File: src/rtl/ch_serializer.sv
// Pixel-to-beat serializer: buffers whole pixels and emits BEATS beats of LANES channels each.
// Latency: a pixel pushed into an empty FIFO at cycle N shows beat 0 at cycle N+1. Backpressure: outputs hold while dout_rdy=0.
// Upstream cannot be stalled: pixels arriving when full are dropped. CH_SERIALIZER_OVF_EN enables the sticky overflow flag.
module ch_serializer #(
  parameter int CH_NUM     = 128,
  parameter int DATA_WIDTH = 8,
  parameter int LANES      = 16,
  parameter int FIFO_DEPTH = 4
) (
  input  logic                                 clk,
  input  logic                                 reset_n,
  input  logic                                 fin_start,
  input  logic                                 din_vld,
  input  logic [CH_NUM-1:0][DATA_WIDTH-1:0]    din,
  input  logic                                 dout_rdy,
  output logic                                 dout_vld,
  output logic [LANES-1:0][DATA_WIDTH-1:0]     dout,
  output logic                                 fout_start,
  output logic                                 dout_last,
  output logic                                 overflow
);

  localparam int BEATS = CH_NUM / LANES;
  localparam int AW    = $clog2(FIFO_DEPTH);
  localparam int PW    = AW + 1;
  localparam int BW    = (BEATS > 1) ? $clog2(BEATS) : 1;

  typedef logic [CH_NUM-1:0][DATA_WIDTH-1:0] pixel_t;
  typedef logic [LANES-1:0][DATA_WIDTH-1:0]  beat_t;

  generate
    if ((CH_NUM % LANES) != 0) begin : g_bad_lanes
      $error("CH_NUM must be a multiple of LANES");
    end
    if ((FIFO_DEPTH < 2) || ((FIFO_DEPTH & (FIFO_DEPTH - 1)) != 0)) begin : g_bad_depth
      $error("FIFO_DEPTH must be a power of two >= 2");
    end
  endgenerate

  pixel_t                mem [FIFO_DEPTH];
  logic [FIFO_DEPTH-1:0] tag_mem;
  logic [PW-1:0]         wr_ptr;
  logic [PW-1:0]         rd_ptr;
  logic [BW-1:0]         beat_cnt;
  logic                  start_pend;

  logic   empty, full, last_beat, accept, pop, push, start_eff, head_tag;
  pixel_t head;
  beat_t  beat_words [BEATS];

  assign empty     = (wr_ptr == rd_ptr);
  assign full      = (wr_ptr[PW-1] != rd_ptr[PW-1]) && (wr_ptr[AW-1:0] == rd_ptr[AW-1:0]);
  assign last_beat = (beat_cnt == BW'(BEATS - 1));
  assign dout_vld  = !empty;
  assign accept    = dout_vld && dout_rdy;
  assign pop       = accept && last_beat;
  // A full FIFO still takes a pixel when the head's last beat leaves on the same edge.
  assign push      = din_vld && (!full || pop);
  // A second fin_start before any push cancels the pending tag rather than queueing it.
  assign start_eff = start_pend ^ fin_start;

  always_ff @(posedge clk or negedge reset_n) begin
    if (!reset_n) begin
      wr_ptr     <= '0;
      rd_ptr     <= '0;
      beat_cnt   <= '0;
      start_pend <= 1'b0;
    end else begin
      if (push) wr_ptr <= wr_ptr + 1'b1;
      if (pop)  rd_ptr <= rd_ptr + 1'b1;
      if (accept) beat_cnt <= last_beat ? '0 : beat_cnt + 1'b1;
      start_pend <= push ? 1'b0 : start_eff;
    end
  end

  always_ff @(posedge clk) begin
    if (push) begin
      mem[wr_ptr[AW-1:0]]     <= din;
      tag_mem[wr_ptr[AW-1:0]] <= start_eff;
    end
  end

  assign head     = mem[rd_ptr[AW-1:0]];
  assign head_tag = tag_mem[rd_ptr[AW-1:0]];

  for (genvar b = 0; b < BEATS; b++) begin : g_beat
    for (genvar l = 0; l < LANES; l++) begin : g_lane
      assign beat_words[b][l] = head[b*LANES + l];
    end
  end

  // Gated so that stale FIFO contents never leak out while empty or in reset.
  assign dout       = dout_vld ? beat_words[beat_cnt] : '0;
  assign fout_start = dout_vld && head_tag && (beat_cnt == '0);
  assign dout_last  = dout_vld && last_beat;

`ifdef CH_SERIALIZER_OVF_EN
  logic drop;
  assign drop = din_vld && !push;

  always_ff @(posedge clk or negedge reset_n) begin
    if (!reset_n)       overflow <= 1'b0;
    else if (drop)      overflow <= 1'b1;
    else if (fin_start) overflow <= 1'b0;
  end
`else
  assign overflow = 1'b0;
`endif

endmodule
File: config.mk
export PLATFORM = sky130hd
export DESIGN_NAME = ch_serializer
export DESIGN_NICKNAME = d
export VERILOG_FILES = /design/src/rtl/ch_serializer.sv
export SDC_FILE = /design/constraint.sdc
export NUM_CORES = 2
export LEC_CHECK = 0
export CORE_ASPECT_RATIO = 0.6
export CORE_UTILIZATION = 49
export CTS_CLUSTER_DIAMETER = 30
export CTS_CLUSTER_SIZE = 8
export DETAILED_ROUTE_END_ITERATION = 16
export PLACE_DENSITY_LB_ADDON = 0.1
export SLEW_MARGIN = 15
export SYNTH_ARGS = -nofsm -noshare
export SYNTH_HDL_FRONTEND = slang
export SYNTH_SLANG_ARGS = --single-unit
File: constraint.sdc
create_clock -name clk -period 51.1 [get_ports clk]
set_input_delay 15.33 -clock clk [delete_from_list [all_inputs] [get_ports clk]]
set_output_delay 15.33 -clock clk [all_outputs]
set_load 0.01 [all_outputs]
[After elaboration in Yosys (flattened, before gate mapping)]
Memories as Yosys holds them, arrays and structs flattened.
Cells that the tools add are included.
Storage, ports and cells
  bits in registers: 14
  bits in writable memories: 4096
  output and inout bits: 132
  memories: 1
Cells by class
  add/subtract/negate cells: 3
  $lt $le $gt $ge: 4
  equal/unequal tests: 4
  mux-type cells: 13
  bitwise gates (word level): 2
  reductions and logical operators: 12
Memory list
  mem: depth 4, width 1024, rd ports 1, clocked after Yosys merged registers in 0, write ports 1, RTL line 40  | pixel_t mem [FIFO_DEPTH];
Operator list (count)
  binary-select mux 128 bit (select 3 bit): 1
  2-to-1 mux 128 bit: 3
  adder 3 x 1 -> 3 bit (second input constant): 3
  logical AND 1 bit: 8
  < comparator 2 x 3 -> 1 bit (second input constant): 2
  2-to-1 mux 1 bit: 5
  bitwise mux 4 bit: 1
  >= comparator 4 bit (second input constant): 1
  inverter 3 -> 4 bit: 1
  equality test 3 bit: 1
  equality test 3 bit (second input constant): 1
  zero test 3 bit: 1
  2-to-1 mux 3 bit: 1
  binary-select mux 1 bit (select 2 bit): 1
  demux 1 bit (select 2 bit): 1
  equality test 2 bit: 1
  >= comparator 2 x 1 -> 1 bit (second input constant): 1
  zero test 1 bit: 2
  logical OR 1 bit: 1
  inequality test 1 bit: 1
  XOR 1 bit: 1

[Depth between registers and ports, before layout]
  depth after elaboration: 8
  gate-level depth with buffers: 9
  mapped depth without buffers: 6

[Least setup slack after synthesis]
No wires, ideal clock.
  path type: input -> register
  from: input dout_rdy
  to: memory mem[3][0] (netlist name) (enable)
  setup time: 1534 ps
  data arrival time: 38901 ps
  required time: 49566 ps
  path slack: 10665 ps
  cell stages on the path: 3
  cells stage by stage: nand2_1 a41oi_1 and2_1
Between the ends
  cells in the longest elaborated chain, start to end: 6
RTL lines
  start, declared: RTL line 15  | input logic dout_rdy,
  logical AND 1 bit: RTL line 55  | assign accept = dout_vld && dout_rdy;
  logical AND 1 bit: RTL line 56  | assign pop = accept && last_beat;
  logical OR 1 bit: RTL line 58  | assign push = din_vld && (!full || pop);
  logical AND 1 bit: RTL line 58
  2-to-1 mux 1 bit: RTL line 77  | if (push) begin
  2-to-1 mux 1 bit (implied by the code): RTL line 78  | mem[wr_ptr[AW-1:0]] <= din;
  end, declared: RTL line 40
Every way passes these cells.

==> results.tsv <==
stage	metric	value	unit
critical_path	crit_path_end_kind	output pin	
routing	routed_wl	435000	um
critical_path	crit_type	reg -> out	
finish	final_cell_mix	edfxtp_1 (4100), mux2i_1 (1279), clkdlybuf4s50_1 (1159), clkbuf_16 (666), mux4_2 (386)	
routing	drcViolationCount	0	
floorplanning	rows	160	
timing	setup_tns	0	ns
synthesis	synth_top_cell_by_area	edfxtp_1	
clock_network	clockRootBuffer	clkbuf_16	
critical_path	reg2reg_from	rd_ptr[1]	
finish	nets	10100	
synthesis	ys_ff_latch	4110	
outcome	status	completed	
floorplanning	core_area	317000	um^2
floorplanning	die_x	732	um
power	powerDensity	63.4	nW/um^2
routing	drtIter0Drc	8319	
power	p_leak	63.4	nW
critical_path	arrival	7.01	ns
worst_hold_path	hold_path_class	reg -> reg	
global_route	grt-ovfl-total	0	
critical_path	r2r_cells	9	
routing	drtAntennaViolNets	0	
critical_path	crit_path_end	dout[37]	
timing	clock-skew-final	0.0438	ns
floorplanning	die_h	440	um
global_route	antenna_found_initial	266	
synthesis	ys_warn_count	0	
synthesis	ys_seq_area_share	78.8	%
timing	post-route-period-util	43.7	%
routing	vias_per_cell	6.06	
finish	layout_commonest_cell	edfxtp_1	
synthesis	avgSynthCellArea	20.7	um^2
clock_network	htreeDepth	6	
timing	fmax	44.8	MHz
critical_path	critPathMaxFanout	125	
synthesis	synth.area.top_cells	edfxtp_1 (79%), mux2i_1 (8.2%), mux4_2 (5.6%), a22oi_1 (1.8%), o211ai_1 (1.8%)	
critical_path	regToRegEndpoint	mem[2][749]	
global_route	grt_max_degree	154	
floorplanning	die-area	322000	um^2
placed_design	preCtsSetupSlack	28.80	ns
clock_network	post_cts_buffers	0	
critical_path	crit_start	rd_ptr[0]	
floorplanning	io_pins	1161	
placed_design	place_congestion	0.796	
critical_path	critPathRequiredTime	35.77	ns
clock_network	cts_buffers	644	
power	fin_total_pwr	12.1	mW
clock_network	insertion_delay	0.95	ns
clock_network	cts_hold_buf	0	
timing	hold_viol_final	0	
job	drv_cap	0	
clock_network	clkTransAtPathRegs	0.04	ns
placed_design	place_inst	12600	
timing	slew_headroom	22.6	%
placed_design	place_area	172000	um^2
clock_network	cts_tree	done	
routing	firstDrtPassIters	5	
synthesis	synth_area	157000	um^2
global_route	grt_first_pass_wirelength	610000	um
synthesis	yosysTopAreaCellShare	78.6	%
floorplanning	start_util	49.3	%
timing	setup_violations	0	
finish	stdcell_count	13600	
timing	maxSlewViolCount	0	
synthesis	syn_nets	8616	
timing	rsz0062_at_grt	no	
synthesis	ys_types	35	
placed_design	place_hpwl	260000	um
routing	avgRoutedWirePerCell	31.9	um
global_route	grt_pass1_vias	82000	
global_route	groute.usage.overall	26.3	%
timing	tightest_slew	1.16	ns
clock_network	clk_path_buf_depth	4	
timing	setup_ws	28.76	ns
power	ir_worst_vdd	0.0741	mV
clock_network	cts_resized	0	
timing	period_needed	22.34	ns
finish	drive_above_1_share	14.2	%
finish	fillers	22500	
critical_path	startpoint_type	flop	
critical_path	r2r_slack	42.94	ns
clock_network	clkSinkCount	4110	
synthesis	syn_inst	7579	
routing	vias	82500	
worst_hold_path	min_path_cells	1	
finish	area_growth	22.0	%
placed_design	portBuffers	1159	
finish	design_area	191000	um^2
[final cells by class]
cell class	count	area [um^2]	area share, %
sequential	4110	123000	64.6
multi-input combinational	2993	30800	16.1
clock inverter	162	1420	0.745
tap	4212	5270	2.76
clock buffer	749	17000	8.89
inverter	6	22.5	0.0118
timing repair buffer	1307	12900	6.77
antenna	72	180	0.0943
[sequential cells by signal, summed over array words and instances (netlist names)]
| signal | flops |
|---|---|
| tag_mem | 4 |
| mem | 4096 |
| rd_ptr | 3 |
| start_pend | 1 |
| beat_cnt | 3 |
| wr_ptr | 3 |
[stage by stage]
stage	util [%]	hold slack, ns
final	60.2	0.566
after global routing	60.2	0.592
after CTS	60.1	0.564
after detailed placement	54.3	0.553
after global placement	54.3	0.543
after floorplan	-	0.526
[where the power goes]
part           leakage [nW]  switching, mW  internal, mW
Combinational          16.7           2.27          1.33
Clock                  8.99           1.42          2.40
Sequential             37.7          0.162          4.54
[worst max-delay path: stages (launching register included)]
cell             delay [ns]
dfrtp_4                0.80
buf_12                 0.67
buf_12                 0.75
buf_4                  0.82
buf_4                  0.91
mux2i_1                0.30
o22ai_1                0.10
o21ai_0                0.52
nand4_1                0.24
clkdlybuf4s50_1        0.55
[Yosys cell counts, drive strengths merged]
cell and count:
a22oi 385, a31oi 1, o211ai 385, xor2 4, nor2b 3, xnor2 5, clkbuf 205, mux2i 1279
nand2 5, nand4 128, and4 1, mux2 3, a41oi 1, nand2b 3, o21ai 128, o22ai 254
dfrtp 10, nand3 1, edfxtp 4100, or2 1, a311oi 4, inv 6, buf 265, ha 8
nor2 1, and2 6, mux4 386, conb 1
[worst min-delay path by stage]
stage	start	endpoint	slack, ns
2_1_floorplan	wr_ptr[2]	wr_ptr[2]	0.53
3_3_place_gp	wr_ptr[2]	wr_ptr[2]	0.54
3_5_place_dp	wr_ptr[2]	wr_ptr[2]	0.55
4_1_cts	wr_ptr[2]	wr_ptr[2]	0.56
5_1_grt	wr_ptr[2]	wr_ptr[2]	0.59
6_report	wr_ptr[2]	wr_ptr[2]	0.57
[logic make-up after synthesis]
family | synth area share, %
XOR/XNOR | 0.0647
adder cells (fa/ha/maj) | 0.0639
AO/OA/AOI/OAI | 5.16
flip-flops | 78.8
multiplexers | 13.7
AND/OR/NAND/NOR | 0.588
other | 0.00239
buffers and inverters | 1.58
[metal layers]
| layer | global-route usage, % | wire (um) | up-vias |
|---|---|---|---|
| met5 | 0 | 944 | - |
| met4 | 8.86 | 13000 | 144 |
| met3 | 6.48 | 35000 | 959 |
| met2 | 40.9 | 205000 | 3503 |
| met1 | 36.9 | 181000 | 42900 |
| li1 | - | - | 35000 |
No activity file was read; power rests on OpenSTA's default activity.
